`config.mk`:
```
export PLATFORM = sky130hd
export DESIGN_NAME = vga_timing_multimode
export DESIGN_NICKNAME = d
export VERILOG_FILES = /design/src/rtl/vga_timing_multimode.sv
export SDC_FILE = /design/constraint.sdc
export NUM_CORES = 1
export LEC_CHECK = 0
export CORE_MARGIN = 10
export CORE_UTILIZATION = 47
export CTS_CLUSTER_SIZE = 40
export DETAILED_ROUTE_END_ITERATION = 12
export MAX_ROUTING_LAYER = met4
export PLACE_DENSITY = 0.72
export SLEW_MARGIN = 20
export SYNTH_ARGS = -nofsm -noshare
export SYNTH_HDL_FRONTEND = slang
export SYNTH_SLANG_ARGS = --single-unit
export TNS_END_PERCENT = 20
```
`constraint.sdc`:
```
create_clock -name clk -period 3 [get_ports clk]
set_input_delay 0.9 -clock clk [delete_from_list [all_inputs] [get_ports clk]]
set_output_delay 0.9 -clock clk [all_outputs]
set_load 0.05 [all_outputs]
```
`src/rtl/vga_timing_multimode.sv`:
```
// vga_timing_multimode: two-mode VGA raster generator.
// Holds two raster descriptions and only swaps between them on the frame wrap,
// so downstream draw stages always see a complete frame in a single mode.
// Every output is registered and describes the same (hcount, vcount) pixel.
module vga_timing_multimode #(
  parameter int   CNT_W            = 11,
  parameter int   FRAME_W          = 8,
  parameter int   A_H_TOTAL        = 1344,
  parameter int   A_H_BLANK        = 1024,
  parameter int   A_H_SYNC_START   = 1048,
  parameter int   A_H_SYNC_END     = 1184,
  parameter int   A_V_TOTAL        = 806,
  parameter int   A_V_BLANK        = 768,
  parameter int   A_V_SYNC_START   = 771,
  parameter int   A_V_SYNC_END     = 777,
  parameter int   B_H_TOTAL        = 1056,
  parameter int   B_H_BLANK        = 800,
  parameter int   B_H_SYNC_START   = 840,
  parameter int   B_H_SYNC_END     = 968,
  parameter int   B_V_TOTAL        = 628,
  parameter int   B_V_BLANK        = 600,
  parameter int   B_V_SYNC_START   = 601,
  parameter int   B_V_SYNC_END     = 605,
  parameter logic SYNC_POL         = 1'b1
) (
  input  logic               clk,
  input  logic               rst,
  input  logic               mode_sel,
  output logic [CNT_W-1:0]   hcount,
  output logic [CNT_W-1:0]   vcount,
  output logic               hblnk,
  output logic               vblnk,
  output logic               hsync,
  output logic               vsync,
  output logic               line_start,
  output logic               frame_start,
  output logic               mode_active,
  output logic [FRAME_W-1:0] frame_cnt
);

  // Timing tables indexed by mode (0 = A, 1 = B).
  localparam int H_TOTAL [2] = '{A_H_TOTAL,      B_H_TOTAL};
  localparam int H_BLANK [2] = '{A_H_BLANK,      B_H_BLANK};
  localparam int H_SS    [2] = '{A_H_SYNC_START, B_H_SYNC_START};
  localparam int H_SE    [2] = '{A_H_SYNC_END,   B_H_SYNC_END};
  localparam int V_TOTAL [2] = '{A_V_TOTAL,      B_V_TOTAL};
  localparam int V_BLANK [2] = '{A_V_BLANK,      B_V_BLANK};
  localparam int V_SS    [2] = '{A_V_SYNC_START, B_V_SYNC_START};
  localparam int V_SE    [2] = '{A_V_SYNC_END,   B_V_SYNC_END};

  // Comparisons are done one bit wider than the counters, since a total may
  // equal 2^CNT_W exactly.
  typedef logic [CNT_W:0] cmp_t;

  typedef struct packed {
    cmp_t ht;
    cmp_t hb;
    cmp_t hss;
    cmp_t hse;
    cmp_t vt;
    cmp_t vb;
    cmp_t vss;
    cmp_t vse;
  } timing_t;

  // Reject raster descriptions that cannot be generated.
  genvar gi;
  generate
    for (gi = 0; gi < 2; gi++) begin : g_check
      if (H_TOTAL[gi] > (1 << CNT_W) || V_TOTAL[gi] > (1 << CNT_W) ||
          H_TOTAL[gi] < 1 || V_TOTAL[gi] < 1) begin : g_bad_total
        $fatal(1, "vga_timing_multimode: mode %0d total does not fit CNT_W", gi);
      end
      if (!(H_BLANK[gi] <= H_SS[gi] && H_SS[gi] < H_SE[gi] && H_SE[gi] <= H_TOTAL[gi]))
      begin : g_bad_h
        $fatal(1, "vga_timing_multimode: mode %0d horizontal timing out of order", gi);
      end
      if (!(V_BLANK[gi] <= V_SS[gi] && V_SS[gi] < V_SE[gi] && V_SE[gi] <= V_TOTAL[gi]))
      begin : g_bad_v
        $fatal(1, "vga_timing_multimode: mode %0d vertical timing out of order", gi);
      end
    end
  endgenerate

  function automatic timing_t sel_timing(input logic m);
    timing_t t;
    t.ht  = cmp_t'(H_TOTAL[m]);
    t.hb  = cmp_t'(H_BLANK[m]);
    t.hss = cmp_t'(H_SS[m]);
    t.hse = cmp_t'(H_SE[m]);
    t.vt  = cmp_t'(V_TOTAL[m]);
    t.vb  = cmp_t'(V_BLANK[m]);
    t.vss = cmp_t'(V_SS[m]);
    t.vse = cmp_t'(V_SE[m]);
    return t;
  endfunction

  timing_t            cur_t;
  timing_t            nxt_t;
  logic               h_last;
  logic               v_last;
  logic               frame_wrap;
  logic               mode_next;
  logic [CNT_W-1:0]   h_next;
  logic [CNT_W-1:0]   v_next;
  cmp_t               h_next_x;
  cmp_t               v_next_x;
  logic               hblnk_next;
  logic               vblnk_next;
  logic               hsync_next;
  logic               vsync_next;

  // Next raster position, next mode, and the flags for that next position,
  // evaluated with the timing of the mode that pixel belongs to.
  always_comb begin
    cur_t      = sel_timing(mode_active);
    h_last     = ({1'b0, hcount} == cur_t.ht - 1'b1);
    v_last     = ({1'b0, vcount} == cur_t.vt - 1'b1);
    frame_wrap = h_last && v_last;
    mode_next  = frame_wrap ? mode_sel : mode_active;
    h_next     = h_last ? '0 : hcount + 1'b1;
    v_next     = vcount;
    if (h_last) begin
      v_next = v_last ? '0 : vcount + 1'b1;
    end
    nxt_t      = sel_timing(mode_next);
    h_next_x   = {1'b0, h_next};
    v_next_x   = {1'b0, v_next};
    hblnk_next = (h_next_x >= nxt_t.hb);
    vblnk_next = (v_next_x >= nxt_t.vb);
    hsync_next = (h_next_x >= nxt_t.hss && h_next_x < nxt_t.hse) ? SYNC_POL : ~SYNC_POL;
    vsync_next = (v_next_x >= nxt_t.vss && v_next_x < nxt_t.vse) ? SYNC_POL : ~SYNC_POL;
  end

  // Register the whole pixel description together so nothing skews.
  always_ff @(posedge clk) begin
    if (rst) begin
      hcount      <= '0;
      vcount      <= '0;
      hblnk       <= 1'b0;
      vblnk       <= 1'b0;
      hsync       <= ~SYNC_POL;
      vsync       <= ~SYNC_POL;
      line_start  <= 1'b0;
      frame_start <= 1'b0;
      mode_active <= 1'b0;
      frame_cnt   <= '0;
    end else begin
      hcount      <= h_next;
      vcount      <= v_next;
      hblnk       <= hblnk_next;
      vblnk       <= vblnk_next;
      hsync       <= hsync_next;
      vsync       <= vsync_next;
      line_start  <= h_last;
      frame_start <= frame_wrap;
      mode_active <= mode_next;
      if (frame_wrap) begin
        frame_cnt <= frame_cnt + 1'b1;
      end
    end
  end

endmodule

```
[Word-level counts from Yosys, hierarchy flattened]
Index checks and enable logic that the tools add are counted.
Word-level totals
  logic and storage cells: 60
  bits of input ports: 3
  register bits after elaboration: 37
Operators by class
  mux-type cells: 30
  magnitude comparators: 8
  bitwise operators: 2
  reductions and logical operators: 3
  eq/ne operators: 2
  $add $sub $neg: 5
Operators by type and width (number)
  12-bit two-way mux: 16
  11-bit two-way mux: 6
  11-bit by 12-bit greater-or-equal comparator with 1-bit output: 4
  9-bit two-way mux: 5
  11-bit by 12-bit equality test with 1-bit output: 2
  11-bit by 12-bit < comparator with 1-bit output: 2
  12-bit by 1-bit subtractor with 12-bit output, second input constant: 2
  11-bit by 1-bit adder with 11-bit output, second input constant: 2
  8-bit by 1-bit adder with 8-bit output, second input constant: 1
  2-bit greater-or-equal comparator, second input constant: 2
  1-bit inverter with 2-bit output: 2
  1-bit logical AND: 3
  1-bit two-way mux: 3

[Logic depth before layout (Yosys ltp)]
Gate-level depths: netlist of the first run.
  word-level depth: 15
  gate-level depth with buffers: 14
  depth with buffers taken out: 12

[Worst setup path after synthesis of the first run]
OpenSTA, ideal clock, no wires.
  path type: register to register
  from: reg hcount[0]
  to: reg hsync
  data required time: 2.878 ns
  path slack: -0.364 ns
  arrival: 3.243 ns
  cell stages (with the launch flop): 12
  setup time: 0.122 ns
  path through: dfxtp_1 > ha_1 > and4_1 > buf_2 > o211ai_4 > nor3_4 > mux2_2 > ha_1 > a221o_1 > a21oi_1 > nor2b_1 > o311a_1
On the way
  longest elaborated chain between the ends: 10
  elaborated cells on any way between the ends: 16
  classes of those cells: add/sub: 1; order compare: 2; eq/ne: 1; mux: 9; bitwise: 1; reduce/logical: 2
RTL lines
  start: declaration: line 29  | output logic [CNT_W-1:0] hcount,
  start signal: assignment: line 149  | hcount <= h_next;
  11-bit by 12-bit equality test with 1-bit output *: line 117  | h_last = ({1'b0, hcount} == cur_t.ht - 1'b1);
  1-bit logical AND *: line 119  | frame_wrap = h_last && v_last;
  1-bit two-way mux *: line 120  | mode_next = frame_wrap ? mode_sel : mode_active;
  named net mode_next: line 103  | logic mode_next;
  1-bit inverter with 2-bit output (implied by the code) *: line 89, 90
  11-bit two-way mux, on equally long branches: line 89, 90
  12-bit two-way mux, on equally long branches (2 in series): line 89, 90
  11-bit by 12-bit greater-or-equal comparator with 1-bit output or 11-bit by 12-bit < comparator with 1-bit output (tied branches): line 131  | hsync_next = (h_next_x >= nxt_t.hss && h_next_x < nxt_t.hse) ? SYNC_POL : ~SYNC_POL;
  1-bit logical AND *: line 131
  1-bit two-way mux *: line 131
  end signal: assignment: line 142  | hsync <= ~SYNC_POL;
  end signal: assignment: line 153  | hsync <= hsync_next;
  end: declaration: line 33  | output logic hsync,
Mark *: on every way through the listed nets, which the timed path passes. The rest lies on a longest branch. The select of a mux whose other input is x is not followed.
A chain may end at the register's enable or synchronous reset.

[Final worst setup path of the first run]
Same ends and word-level chain as after synthesis.

==> flow_summary.json, run 1 <==
{
  "grt_pass1_wl_um": 8720,
  "synthArstFlopShare_pct": 0,
  "total_power_uw": 909,
  "ys.flop_type": "dfxtp_1",
  "synth.avg_cell_area_sq_um": 8.90,
  "hold_end": "hcount[0]",
  "fmax_mhz": 359,
  "grt_pass1_vias": 1857,
  "crit_path_end_kind": "register",
  "cp_max_fo": 6,
  "drt_pass1_iterations": 4,
  "setup-tns-final_ps": 0,
  "final_nets": 302,
  "yosysSeqAreaShare_pct": 35.4,
  "yosysTopAreaCell": "dfxtp_1",
  "drc": 0,
  "postRouteAntennaNets": 0,
  "ios": 40,
  "fin_ws_ps": 216,
  "wl_per_cell_um": 15.5,
  "synthTopCellsByArea": "dfxtp_1 (35%), ha_1 (10%), nor2_1 (6.3%)",
  "syn_to_final_growth_pct": 29.0,
  "syn-cell-area_sq_um": 2090,
  "hold_path_class": "reg -> reg",
  "period_minus_slack_ps": 2780,
  "clock_path_buffers": 2,
  "num-fill-cells": 395,
  "clk_pin_slew_worst_paths_ps": 70,
  "synth.most_common_cell": "dfxtp_1",
  "die_y_um": 86.7,
  "dp_slack_ps": 114,
  "placed_area_sq_um": 2610,
  "hp-start": "hcount[0]",
  "htree_num_levels": 2,
  "drv_cap": 0,
  "antenna_cells": 0,
  "finalHoldViolCount": 0,
  "wl_um": 5160,
  "overflow": 0,
  "grtUsageTotal_pct": 14.5,
  "ys_seq_elements": 37,
  "dp.cells": 327,
  "ir_drop_mv": 0.224,
  "die_w_um": 86.7,
  "reg2reg_depth": 10,
  "ys_types": 53,
  "post-dp-hpwl_um": 3890,
  "synth-warning-count": 0,
  "crit_type": "reg -> reg",
  "place.gp.congestion": 0.864,
  "yosys.area.top_type_share_pct": 35.4,
  "min_period_over_period_pct": 92.8,
  "worstPathArrival_ps": 2960,
  "worst_slew_pin_slew_ps": 532,
  "max_slew_margin_pct": 64.4,
  "layout-drive-gt1-share_pct": 16.0,
  "synthTopCellsByCount": "dfxtp_1 (37), nor2_1 (35), ha_1 (17)",
  "syn_inst": 235,
  "powerDensity_nw_per_um2": 337,
  "status": "finished clean",
  "cp-start-kind": "register",
  "worstHoldPathCells": 1,
  "mappedNetlistNets": 255,
  "die-area_sq_um": 7520,
  "fin_area_sq_um": 2700,
  "setup_viol": 0,
  "instances_no_fill": 334,
  "cts_sinks": 37,
  "antenna_found_initial": 0,
  "root_buffer": "clkbuf_8",
  "tritoncts": "built",
  "required_ps": 3180,
  "drt_iter0_markers": 100,
  "reg2reg_from": "hcount[0]",
  "synth_edf_count": 0,
  "cts_buffers": 5,
  "p_leak_nw": 1.10,
  "rsz0062_at_grt": "no",
  "fin_skew_ps": 3.81,
  "multi_input_area_sq_um": 1280,
  "grt_max_degree": 36,
  "initial_core_util_pct": 48.4,
  "worst-r2r-setup-slack_ps": 220,
  "dr_total_vias": 1846,
  "io_buffers": 39,
  "clkLatencyLatePin_ps": 290,
  "regArea_sq_um": 767,
  "drv_slew": 0,
  "fp.coreArea_sq_um": 4320,
  "std_cell_rows": 24,
  "r2r_end": "hsync",
  "vias_per_cell": 5.53
}
## layout by cell type (no fill, tap or decap), types with 4 or more instances in the layout
master / n
a21oi_1: 5
and3_1: 4
buf_4: 9
clkbuf_8: 6
clkdlybuf4s50_1: 39
dfxtp_1: 20
dfxtp_2: 15
ha_1: 17
inv_1: 10
nand2_1: 15
nand3_1: 8
nand4_1: 7
nor2_1: 35
nor2b_1: 7
nor3_1: 12
xnor2_1: 9
xor2_1: 14
## worst max path at each step
stage,from,end,slack (ps),cells after the start
2_1_floorplan,vcount[0],hsync,7,9
3_3_place_gp,mode_sel,vsync,160,9
3_5_place_dp,mode_sel,vsync,110,9
4_1_cts,hcount[0],vsync,110,12
5_1_grt,hcount[0],vsync,30,11
6_report,hcount[0],hsync,220,10
## metrics by stage
stage	hold WS, ps	util, %
2_1_floorplan	563	-
3_5_place_dp	461	60.3
4_1_cts	473	62.3
5_1_grt	489	62.4
3_3_place_gp	441	60.3
6_report	466	62.4
## sequential cells by signal (all words and copies together) (netlist names)
| name | flops |
|---|---|
| hblnk | 1 |
| frame_cnt | 8 |
| mode_active | 1 |
| line_start | 1 |
| vsync | 1 |
| frame_start | 1 |
| vcount | 11 |
| hsync | 1 |
| hcount | 11 |
| vblnk | 1 |
## cell type report
type / instances / share of cell area [%]
Timing Repair Buffer: 48 / 17.0
Multi-Input combinational cell: 179 / 47.4
Clock buffer: 7 / 3.20
Tap cell: 52 / 2.41
Sequential cell: 37 / 28.4
Inverter: 11 / 1.53
## kinds of logic after synthesis
logic type / synth area share, %
AND/OR/NAND/NOR: 28.0
flip-flops: 35.4
AO/OA/AOI/OAI: 12.3
XOR/XNOR: 9.64
buffers and inverters: 3.47
adder cells (fa/ha/maj): 10.2
multiplexers: 1.02
## what timing repair did
| action | 4_1_cts | 5_1_grt |
|---|---|---|
| buffers inserted | 0 | 0 |
| gates resized for setup | 0 | 2 |
| hold buffers | 0 | 0 |
| setup endpoints to repair | 0 | 2 |
## worst max-delay path, stage by stage, from the launching register on
cell      delay [ps]
dfxtp_4          370
ha_1             200
and4_2           350
o211ai_4         110
nor3_4           140
mux2_2           420
ha_1             290
a221o_1          310
a21oi_1          140
nor2b_1           60
o311a_1          280
## power breakdown
part | total [mW] | leakage, nW | switching, mW | internal (mW)
clock | 0.351 | 0.0443 | 0.169 | 0.182
sequential | 0.502 | 0.307 | 0.00567 | 0.496
combinational | 0.0562 | 0.743 | 0.0367 | 0.0195
## layer usage
metal	track usage, %	wire (um)
met1	17.2	2370
met2	22.8	2430
met3	4.03	280
met4	5.01	78
met5	-	0
Note: power is estimated with default switching activity, not from simulation.
==> run 2, diff against run 1 <==
- HOLD_SLACK_MARGIN: default -> 0.03
- TNS_END_PERCENT: 20 -> 100
==> results of run 2 <==
Same layout as run 1: the final DEF is identical, and so are final timing and power.
